### config.mk
export PLATFORM = sky130hd
export DESIGN_NAME = fcvt_queue
export DESIGN_NICKNAME = d
export VERILOG_FILES = /design/src/rtl/fcvt_queue.sv
export SDC_FILE = /design/constraint.sdc
export NUM_CORES = 1
export LEC_CHECK = 0
export CORE_ASPECT_RATIO = 1.4
export CORE_UTILIZATION = 52
export CTS_CLUSTER_SIZE = 12
export DETAILED_ROUTE_END_ITERATION = 12
export HOLD_SLACK_MARGIN = 0.03
export PLACE_DENSITY_LB_ADDON = 0.15
export SYNTH_ARGS = -nofsm -noshare
export SYNTH_HDL_FRONTEND = slang
export SYNTH_SLANG_ARGS = --single-unit
### constraint.sdc
create_clock -name clk -period 3.28 [get_ports clk]
set_input_delay 0.492 -clock clk [delete_from_list [all_inputs] [get_ports clk]]
set_output_delay 0.492 -clock clk [all_outputs]
set_load 0.005 [all_outputs]
### src/rtl/fcvt_queue.sv
// Request FIFO and registered result slot around an external combinational int->float converter.
// Optional FCVT_STATS_EN adds saturating completion/stall counters (stat_done, stat_stall).
module fcvt_queue #(
  parameter int DEPTH = 4,
  parameter int TAG_W = 6
) (
  input  logic                       clk,
  input  logic                       rst,
  input  logic                       flush,
  input  logic                       req_valid,
  output logic                       req_ready,
  input  logic [31:0]                req_data,
  input  logic [TAG_W-1:0]           req_tag,
  output logic [31:0]                cvt_i,
  input  logic [31:0]                cvt_f,
  output logic                       res_valid,
  input  logic                       res_ready,
  output logic [31:0]                res_data,
  output logic [TAG_W-1:0]           res_tag,
  output logic [$clog2(DEPTH+1)-1:0] count
`ifdef FCVT_STATS_EN
  ,
  output logic [31:0]                stat_done,
  output logic [31:0]                stat_stall
`endif
);

  localparam int AW = (DEPTH > 1) ? $clog2(DEPTH) : 1;
  localparam int CW = $clog2(DEPTH + 1);
  localparam logic [CW-1:0] DEPTH_C = CW'(DEPTH);

  logic [31:0]      r_data_mem [DEPTH];
  logic [TAG_W-1:0] r_tag_mem  [DEPTH];
  logic [AW-1:0]    r_wr_ptr;
  logic [AW-1:0]    r_rd_ptr;
  logic [CW-1:0]    r_count;
  logic             r_res_valid;
  logic [31:0]      r_res_data;
  logic [TAG_W-1:0] r_res_tag;

  logic w_push;
  logic w_pop;
  logic w_slot_free;
  logic w_empty;

  assign w_empty     = (r_count == '0);
  assign req_ready   = (r_count < DEPTH_C) && !flush;
  assign w_push      = req_valid && req_ready;
  assign w_slot_free = !r_res_valid || res_ready;
  assign w_pop       = !w_empty && w_slot_free;

  // Head data feeds the converter directly; zero when nothing is queued.
  assign cvt_i = w_empty ? 32'h0 : r_data_mem[r_rd_ptr];

  assign res_valid = r_res_valid;
  assign res_data  = r_res_data;
  assign res_tag   = r_res_tag;
  assign count     = r_count;

  always_ff @(posedge clk) begin
    if (w_push) begin
      r_data_mem[r_wr_ptr] <= req_data;
      r_tag_mem[r_wr_ptr]  <= req_tag;
    end
  end

  // DEPTH is a power of two, so pointers wrap by natural overflow.
  always_ff @(posedge clk) begin
    if (rst || flush) begin
      r_wr_ptr <= '0;
      r_rd_ptr <= '0;
      r_count  <= '0;
    end else begin
      if (w_push) r_wr_ptr <= r_wr_ptr + 1'b1;
      if (w_pop)  r_rd_ptr <= r_rd_ptr + 1'b1;
      case ({w_push, w_pop})
        2'b10:   r_count <= r_count + 1'b1;
        2'b01:   r_count <= r_count - 1'b1;
        default: r_count <= r_count;
      endcase
    end
  end

  // Flush drops the held result but leaves its data/tag in place.
  always_ff @(posedge clk) begin
    if (rst) begin
      r_res_valid <= 1'b0;
      r_res_data  <= 32'h0;
      r_res_tag   <= '0;
    end else if (flush) begin
      r_res_valid <= 1'b0;
    end else if (w_pop) begin
      r_res_valid <= 1'b1;
      r_res_data  <= cvt_f;
      r_res_tag   <= r_tag_mem[r_rd_ptr];
    end else if (r_res_valid && res_ready) begin
      r_res_valid <= 1'b0;
    end
  end

`ifdef FCVT_STATS_EN
  logic [31:0] r_stat_done;
  logic [31:0] r_stat_stall;

  always_ff @(posedge clk) begin
    if (rst) begin
      r_stat_done  <= 32'h0;
      r_stat_stall <= 32'h0;
    end else begin
      if (r_res_valid && res_ready && (r_stat_done != 32'hFFFF_FFFF))
        r_stat_done <= r_stat_done + 32'd1;
      if (r_res_valid && !res_ready && (r_stat_stall != 32'hFFFF_FFFF))
        r_stat_stall <= r_stat_stall + 32'd1;
    end
  end

  assign stat_done  = r_stat_done;
  assign stat_stall = r_stat_stall;
`endif

endmodule

==> results.md <==
- The total CTS buffers is 17.
- The number of nets in the final layout is 694.
- Routability-driven placement finished with a final weighted congestion of 0.7356.
- The floorplan step defined a core boundary enclosing 0.01464 mm².
- The total routing resource utilization after global routing is 0.2184.
- The worst path buffer plus inverter count is 2.
- Setup repair after global routing left no endpoint under its margin.
- The kind of critical path is reg -> out.
- The sequential share of power is 0.521.
- The share of total power dissipated in the clock network is 0.385.
- The instance area after placement is 0.009522 mm².
- For this run, the slowest stage of the critical path takes 640 ps.
- The area of the die is 0.01562 mm².
- In the routed design, unresolved DRC markers number 0.
- The sink count of the clock tree is 200.
- For this run, the register share of the synthesized area comes to 0.7027.
- For the pin with the worst max-slew slack, the measured transition is 1206 ps.
- The maximum buffer depth of the clock tree is 2.
- The flow ran to the end, and the final reports show no timing, DRC or antenna violations.
- The number of top-level pins is 150.
- The maximum number of pins on one net before global-route repair is 46.
- Summed over all nets, the switching power comes to 1188 µW.
- The total iterations of the first detailed-routing run is 4.
- In this run, post-CTS hold repair placed 0 buffers.
- For the worst-skew pair, the clock arrives at the later sink with an insertion delay of 420 ps.
- The count of synthesis-stage warnings from yosys is 0.
- The number of standard-cell rows in the floorplan is 52.
- Counting flops and latches in the post-synthesis netlist gives 200.
- Of the total power, the share spent switching nets is 0.2208.
- In this run the horizontal extent of the chip is 105.9 µm.
- The per-cell via count in the routed design is 5.742.
- The total internal power is 4193 µW.
- The required time reported for the critical path endpoint is 2790 ps.
- The tightest min-delay check is of the reg -> reg type.
- The detailed-route via count is 4680.
- The share of final-layout standard cells stronger than drive strength 1 is 0.1486.
- The slowest stage of the critical path is the sky130_fd_sc_hd__dfxtp_2 cell.
- The critical path startpoint category is a flop.
- The count of final hold-check violations is 0.
- Buffers added to address setup during post-CTS repair amount to 0.
- The total of buffers placed on input and output ports is 149.
- The synthesized netlist occupies a cell area of 0.007863 mm².
- Walking the worst path, the cells encountered are buf_4 > mux4_2 > and2_1 > clkdlybuf4s50_1.
- The worst hold slack across all endpoints is 471.6 ps.
- The layout overhead on the synthesized area is 28.60%.
- The violation count after the first detailed-route iteration is 308.
- In this run, distinct cell masters in the synthesized netlist total 28.
- The clock-pin transition on the worst setup and hold timing paths is 70 ps.
- The die is 147.5 µm tall.
- The root buffer selected by CTS is sky130_fd_sc_hd__clkbuf_16.
- Counting every instance in the synthesized netlist gives 475.
- The leftover overflow at the end of global routing is 0.
- The number of slew-limit violations in the final report is 0.
- The initial utilization of the core area, before any placement, comes to 0.5371.
- The maximum fanout count along the critical path is 18.
- The count of cells resized by post-cts repair is 0.
- The final critical delay including setup and external delays is 2858 ps.
- The maximum level of the CTS H-tree is 4.
- The global-route wire length before repair is 25790 µm.
- The TritonCTS clock tree is done.
- The tool flagged a number of max-cap violations equal to 0.
- The post-DP HPWL is 10270 µm.
- The worst pin sits at a relative slew slack of 0.1954.
- The maximum achievable frequency is 349.9 MHz.
- The worst-case vdd ir drop is 324.4 µV.
- The signal arrival time at the worst endpoint is 2370 ps.
- The post-detailed-route count of antenna-violating nets is 0.
- The share of total power dissipated in combinational logic is 0.094.
- In the final routed layout, each cell accounts on average for 19.78 µm.
- Summed over all cells, the static leakage comes to 0.003186 µW.
- Power spread over the standard cell area amounts to 532.2 mW/mm².
- The worst clock skew is 11.55 ps.
- In the finished design, the share of the clock period the worst path needs comes to 0.8712.
- The initial antenna violation count is 0.
- The number of nets handed over by synthesis was 556.
- The number of global-route vias before repair is 4901.
- The final-report setup violation count is 0.
- The final core utilization is 0.6907.
- Summing all non-filler instances in the final layout gives an area of 0.01011 mm².
- The cell family contributing the most delay on the critical path is buffers and inverters.
- Wires add up to 16120 µm.
- The average footprint of a synthesized cell is 16.55 µm².
- The worst setup slack after placement is 632.4 ps.
- In the post-route analysis, the smallest setup slack over all paths is 422.3 ps.
- The worst setup path is captured at a primary output.
- The number of antenna diodes in the final layout is 0.
- Summed over all failing endpoints, the final setup total negative slack is 0 ps.
registers in the layout (all words and copies together), names as in the netlist, named ones only:
signal	flops
res_valid	1
r_tag_mem	24
r_wr_ptr	2
res_tag	6
r_rd_ptr	2
r_data_mem	128
count	3
res_data	32
power by group through the flow:
stage	Combinational, µW	Clock [µW]	Sequential, µW
finish	504	2070	2800
global route	544	2230	2810
CTS	510	2120	2800
detailed placement	506	0	2860
global placement	495	0	2860
floorplan	246	0	2850
layer usage:
metal,part of all wire,GRT usage,vias up
li1,-,-,2161
met1,0.40,0.2672,2355
met2,0.53,0.3889,150
met3,0.049,0.04233,14
met4,0.014,0.07083,0
met5,0,0,-
final timing paths:
kind | cells after the start | endpoint | from | slack [ps]
setup / recovery | 4 | cvt_i[25] | flop | 420
hold / removal | 2 | res_data[2] | res_data[2] | 470
setup reg to reg | 8 | count[2] | count[2] | 1250
hold reg to reg | 2 | res_data[2] | res_data[2] | 470
synthesized netlist by cell type, drive strengths merged:
cell	count	area, µm²
edfxtp	152	4564
dfxtp	48	960.9
a21oi	44	220.2
o31ai	39	292.8
mux4	38	855.8
nand4	38	237.7
and2	36	225.2
buf	29	197.7
clkbuf	15	56.30
inv	8	30.03
nor2	7	26.28
ha	5	62.56
o21ai	2	10.01
or3	2	12.51
xor2	2	17.52
fa	1	20.02
mux2i	1	10.01
nand2b	1	6.260
nand3	1	5.000
nor2b	1	6.260
nor3	1	10.01
nor3b	1	12.51
or2	1	6.260
or4	1	7.510
xnor2	1	8.760
worst reg2reg max path, cell delays in order, from the launching register on:
cell and delay [ps]:
sky130_fd_sc_hd__dfxtp_1 500, sky130_fd_sc_hd__nor3b_2 150, sky130_fd_sc_hd__inv_1 80, sky130_fd_sc_hd__ha_1 180, sky130_fd_sc_hd__inv_1 60, sky130_fd_sc_hd__fa_1 370, sky130_fd_sc_hd__xor2_1 160, sky130_fd_sc_hd__or3_1 310
sky130_fd_sc_hd__a21oi_1 140
layout by cell type (no fill, tap or decap), drive strengths merged, types with 2 or more instances in the layout:
master	Yosys	final
edfxtp	152	152
clkdlybuf4s50	0	149
dfxtp	48	48
a21oi	44	44
o31ai	39	39
mux4	38	38
nand4	38	38
and2	36	36
clkbuf	15	17
buf	29	14
inv	8	14
nor2	7	7
ha	5	5
clkinv	0	4
clkinvlp	0	3
o21ai	2	2
xor2	2	2
bufinv	0	2
or3	2	2
per-stage QoR:
step	total power, µW	std cells
global placement	3351	783
floorplan	3100	475
global route	5580	815
CTS	5433	815
detailed placement	3366	783
finish	5382	815
final cells by class:
type | count | area [µm²]
flip-flops and latches | 200 | 5528
fillers | 1000 | 4528
multi-input cells | 223 | 2068
repair buffers | 163 | 1659
clock buffers | 17 | 425.4
well taps | 189 | 236.5
clock inverters | 15 | 163.9
inverters | 8 | 30.03
cells by family after synthesis:
kind of cell | Yosys count | share of synthesized area
AO/OA/AOI/OAI | 85 | 0.06652
XOR/XNOR | 3 | 0.003342
adder cells (fa/ha/maj) | 6 | 0.01050
buffers and inverters | 52 | 0.03612
flip-flops | 200 | 0.7027
multiplexers | 39 | 0.1101
AND/OR/NAND/NOR | 90 | 0.07066
Note: power is estimated with default switching activity, not from simulation.
